===== config.mk =====
export PLATFORM = sky130hd
export DESIGN_NAME = demux_route_ctrl
export DESIGN_NICKNAME = d
export VERILOG_FILES = /design/src/rtl/demux_route_pkg.sv /design/src/rtl/lane_sat_counter.sv /design/src/rtl/demux_route_ctrl.sv
export SDC_FILE = /design/constraint.sdc
export NUM_CORES = 1
export LEC_CHECK = 0
export ABC_AREA = 0
export ABC_CLOCK_PERIOD_IN_PS = 1800
export CORE_MARGIN = 3
export CORE_UTILIZATION = 26
export DETAILED_ROUTE_END_ITERATION = 8
export GPL_TIMING_DRIVEN = 0
export SYNTH_ARGS = -nofsm -noshare
export SYNTH_HDL_FRONTEND = slang
export SYNTH_SLANG_ARGS = --single-unit

===== constraint.sdc =====
create_clock -name clk -period 1.8 [get_ports clk]
set_clock_uncertainty 0.15 [all_clocks]
set_input_delay 0.18 -clock clk [delete_from_list [all_inputs] [get_ports clk]]
set_output_delay 0.18 -clock clk [all_outputs]
set_load 0.02 [all_outputs]

===== src/rtl/demux_route_pkg.sv =====
// Shared types and constants for the demux route controller and its lane counters.
package demux_route_pkg;

  localparam int NUM_LANES = 4;
  localparam int CNT_W     = 8;

  typedef enum logic [1:0] {
    ST_IDLE  = 2'd0,
    ST_SEND  = 2'd1,
    ST_BCAST = 2'd2
  } state_e;

  // Matches the decode of the downstream 1x4 demux with its valid input tied high.
  function automatic logic [NUM_LANES-1:0] lane_onehot(input logic [1:0] lane);
    lane_onehot = NUM_LANES'(1) << lane;
  endfunction

endpackage


===== src/rtl/lane_sat_counter.sv =====
// Per-lane delivered-word counter: saturates at all-ones, clear wins over increment.
module lane_sat_counter
  import demux_route_pkg::*;
(
  input  logic             clk,
  input  logic             rst_n,
  input  logic             clr_i,
  input  logic             inc_i,
  output logic [CNT_W-1:0] cnt_o
);

  logic [CNT_W-1:0] cnt_q, cnt_d;

  always_comb begin
    cnt_d = cnt_q;
    if (clr_i) begin
      cnt_d = '0;
    end else if (inc_i && (cnt_q != '1)) begin
      cnt_d = cnt_q + CNT_W'(1);
    end
  end

  always_ff @(posedge clk) begin
    if (!rst_n) begin
      cnt_q <= '0;
    end else begin
      cnt_q <= cnt_d;
    end
  end

  assign cnt_o = cnt_q;

endmodule


===== src/rtl/demux_route_ctrl.sv =====
// Routes one word at a time to a 1x4 demux (unicast or sequential broadcast), with a
// per-lane stall timeout that drops the delivery, and saturating per-lane statistics.
module demux_route_ctrl
  import demux_route_pkg::*;
#(
  parameter int DATA_W  = 8,
  parameter int TIMEOUT = 15
) (
  input  logic                   clk,
  input  logic                   rst_n,
  input  logic                   in_valid,
  output logic                   in_ready,
  input  logic [DATA_W-1:0]      in_data,
  input  logic [1:0]             in_dest,
  input  logic                   in_bcast,
  output logic [DATA_W-1:0]      d_out,
  output logic [1:0]             sel,
  output logic [NUM_LANES-1:0]   out_valid,
  input  logic [NUM_LANES-1:0]   out_ready,
  input  logic                   clr_cnt,
  output logic [NUM_LANES*CNT_W-1:0] lane_cnt,
  output logic                   drop_pulse
);

  localparam int WAIT_W = (TIMEOUT > 1) ? $clog2(TIMEOUT + 1) : 1;
  localparam logic [WAIT_W-1:0] WAIT_LIMIT = WAIT_W'(TIMEOUT);

  state_e              state_q, state_d;
  logic [DATA_W-1:0]   data_q, data_d;
  logic [1:0]          sel_q, sel_d;
  logic [WAIT_W-1:0]   wait_q, wait_d;
  logic                lane_ready;
  logic                deliver;
  logic                timeout_hit;
  logic [NUM_LANES-1:0] cnt_inc;

  assign in_ready   = (state_q == ST_IDLE) && rst_n;
  assign lane_ready = out_ready[sel_q];

  always_comb begin
    state_d     = state_q;
    data_d      = data_q;
    sel_d       = sel_q;
    wait_d      = wait_q;
    deliver     = 1'b0;
    timeout_hit = 1'b0;
    case (state_q)
      ST_IDLE: begin
        if (in_valid && in_ready) begin
          data_d  = in_data;
          sel_d   = in_bcast ? 2'd0 : in_dest;
          wait_d  = '0;
          state_d = in_bcast ? ST_BCAST : ST_SEND;
        end
      end
      ST_SEND, ST_BCAST: begin
        deliver     = lane_ready;
        // A ready lane always wins over an expiring wait.
        timeout_hit = (TIMEOUT > 0) && !lane_ready && (wait_q == WAIT_LIMIT);
        if (deliver || timeout_hit) begin
          wait_d = '0;
          if ((state_q == ST_SEND) || (sel_q == 2'd3)) begin
            state_d = ST_IDLE;
          end else begin
            sel_d = sel_q + 2'd1;
          end
        end else if (wait_q != '1) begin
          wait_d = wait_q + WAIT_W'(1);
        end
      end
      default: state_d = ST_IDLE;
    endcase
  end

  always_ff @(posedge clk) begin
    if (!rst_n) begin
      state_q <= ST_IDLE;
      data_q  <= '0;
      sel_q   <= 2'd0;
      wait_q  <= '0;
    end else begin
      state_q <= state_d;
      data_q  <= data_d;
      sel_q   <= sel_d;
      wait_q  <= wait_d;
    end
  end

  assign d_out      = data_q;
  assign sel        = sel_q;
  assign out_valid  = (state_q != ST_IDLE) ? lane_onehot(sel_q) : '0;
  assign drop_pulse = timeout_hit;

  generate
    for (genvar gi = 0; gi < NUM_LANES; gi++) begin : g_lane_cnt
      assign cnt_inc[gi] = deliver && (sel_q == 2'(gi));
      lane_sat_counter u_cnt (
        .clk   (clk),
        .rst_n (rst_n),
        .clr_i (clr_cnt),
        .inc_i (cnt_inc[gi]),
        .cnt_o (lane_cnt[CNT_W*gi +: CNT_W])
      );
    end
  endgenerate

endmodule

==> results by group <==
Clocking
  – Clock slew at reported path FFs: 0.08 ns
  – Total CTS buffers: 5
  – Clock latency at the later pin of the worst-skew pair: 0.30 ns
  – CTS tree: built
  – Hold-fix buffers, CTS: 0
  – CTS H-Tree Depth: 2
  – Root Buffer: clkbuf_8
  – Clock Sinks: 48
  – Maximum root-to-sink buffer count: 2

Finish
  – Filler Cell Count: 948
  – Multi-input logic area: 1730 um^2
  – Layout cells sized above 1: 22.5%
  – Area delta synth->final: 54.6%
  – Reg area: 968 um^2
  – Cell Count, Final, Fillers Out: 529
  – Nets: 430
  – Diode count: 0

Synth
  – Syn Inst Count: 309
  – Synth Warn #: 0
  – Post-synth EDFFs: 0
  – Register area share after synthesis: 37.9%
  – Mapped Avg Cell Area: 8.20 um^2
  – Post-Syn Nets: 340
  – Distinct cells, synth: 43
  – Top FF cell, synth: dfxtp_1
  – Area of the mapped netlist: 2530 um^2
  – Fraction of registers with async set or reset after synthesis: 0%
  – Number of synthesized register bits: 48

Status
  – Outcome: complete, but fails checks
  – Failing checks: negative setup slack

Die
  – DIE HEIGHT: 105 um
  – Die area: 11000 um^2
  – Die width: 105 um
  – Ports: 67
  – Starting Density: 27.0%
  – Rows: 35
  – CORE AREA: 9370 um^2

Timing
  – Hold WS: 0.226 ns
  – Hold Violations, Final: 0
  – Worst-Margin Slew: 0.595 ns
  – Fmax: 511 MHz
  – PnR worst setup slack: -0.158 ns
  – Final setup fails: 28
  – RSZ-0062 raised after global routing: yes
  – Slew Limit Fails: 0
  – Relative slew slack: 60.3%
  – Ratio of final minimum period to clock period: 109%
  – Tmin final: 1.96 ns

Route
  – 1st-pass router iterations: 4
  – Routed wire length: 7.47 mm
  – Post-route DRC: 0
  – Detailed-route via count: 2699
  – Vias per cell: 5.10
  – WL/cell: 14.1 um
  – DR iter-0 viols: 110
  – DRT antenna net count: 0

Power and ir drop
  – Final Power: 0.00373 W
  – Pleak: 1.36 nW
  – PD cells: 953 nW/um^2
  – Max VDD drop: 0.474 mV

Placed design
  – Dpl ws: -0.692 ns
  – Buffers added on ports: 66
  – Post-DP HPWL: 5.12 mm
  – Placed instance count: 504
  – Placer Congestion: 0.781

Setup path
  – Setup Crit Path Kind: reg2out
  – Critical path required time: 1.47 ns
  – Worst Setup End Kind: primary output
  – Worst-path maximum fanout: 3
  – CP startpoint kind: flip-flop
  – WP data arrival: 1.63 ns

Worst hold path
  – Tightest Hold Check Type: in2reg

Global route
  – Largest net degree at the start of global routing: 15
  – First-pass GRT wire length: 11.9 mm
  – GRT Util Overall: 12.9%
  – Antenna violations before repair: 0
  – Total gr overflow: 0
  – Vias in the first global route: 2448

Run
  – Max-Cap Viols: 0
-- placed cells by master (no fill, tap or decap), drive strengths merged, types with 4 or more instances in the layout --
| cell | count |
|---|---|
| nand2b | 4 |
| nor2 | 15 |
| ha | 12 |
| or4 | 8 |
| dfxtp | 48 |
| a31oi | 5 |
| nand2 | 34 |
| o41ai | 6 |
| inv | 11 |
| o21ai | 26 |
| or3 | 9 |
| nand4 | 10 |
| nand3 | 19 |
| o31ai | 9 |
| nor2b | 5 |
| buf | 31 |
| and4 | 4 |
| clkbuf | 12 |
| nand4b | 5 |
| dlymetal6s2s | 4 |
| nor3 | 5 |
| and3 | 5 |
| clkdlybuf4s50 | 56 |
| a21oi | 28 |
-- registers in the layout (all words and copies together), names as in the netlist --
name                    cells
g_lane_cnt.u_cnt.cnt_o     32
d_out                       8
state_q                     2
sel                         2
wait_q                      4
-- cell type report --
type,instances,area share [%]
Tap cell,129,4.12
Multi-Input combinational cell,236,44.1
Buffer,10,2.17
Timing Repair Buffer,86,21.3
Clock buffer,7,2.20
Clock inverter,1,0.192
Inverter,12,1.25
Sequential cell,48,24.7
-- critical path, stage by stage, from the launching register on --
cell and delay, ns:
dfxtp_4 0.36, mux4_2 0.54, buf_6 0.16, nor3_4 0.13, buf_6 0.14
-- cells by family after synthesis --
| group | Yosys count | share of synthesized area, % |
|---|---|---|
| AND/OR/NAND/NOR | 130 | 27.7 |
| AO/OA/AOI/OAI | 87 | 21.4 |
| flip-flops | 48 | 37.9 |
| buffers and inverters | 26 | 4.30 |
| adder cells (fa/ha/maj) | 12 | 5.93 |
| XOR/XNOR | 3 | 1.04 |
| multiplexers | 3 | 1.68 |
-- metal layers --
layer	routed length [um]	track usage [%]
met5	0	0
met4	119	4.40
met3	552	3.95
met2	3390	19.6
met1	3410	17.3
-- synthesized netlist by cell type (all sizes together) (8+ instances only) --
cell	n	area share, %
or4	8	2.4
nand4	10	2.5
nand2	34	5.0
dfxtp	48	38
inv	12	1.8
ha	12	5.9
a21oi	28	5.5
o21ai	26	5.1
nor2	15	2.2
clkbuf	9	1.3
or3	9	2.2
nand3	19	3.8
o31ai	9	2.7
-- through the flow --
step                cell area (um^2)  utilization, %  TNS [ns]
global route                    3920            41.8     -4.36
CTS                             3700            39.4     -4.26
finish                          3920            41.8     -1.71
floorplan                       2550               -    -0.239
global placement                3380            36.0    -15.20
detailed placement              3380            36.0    -16.16
-- where the power goes --
part	switching (W)	internal, W	total (W)
Clock	0.000361	0.000313	0.000674
Combinational	0.000920	0.000893	0.00181
Sequential	0.0000861	0.00116	0.00124
Total	0.00137	0.00236	0.00373
-- worst paths after layout --
path / slack, ns / from / endpoint / cells after the start
worst max-delay path: -0.16 / sel[0] / drop_pulse / 4
worst min-delay path: 0.23 / rst_n / state_q[0] / 3
worst max register to register: -0.15 / sel[0] / sel[1] / 6
worst min register to register: 0.31 / d_out[7] / d_out[7] / 2
-- repair_timing --
action,4_1_cts,5_1_grt
cloned,3,0
pin swaps,18,28
hold endpoints to repair,0,0
endpoints found under the setup margin,52,55
resized for setup,72,47
setup buffers,7,12
(Power assumes the default switching activity.)
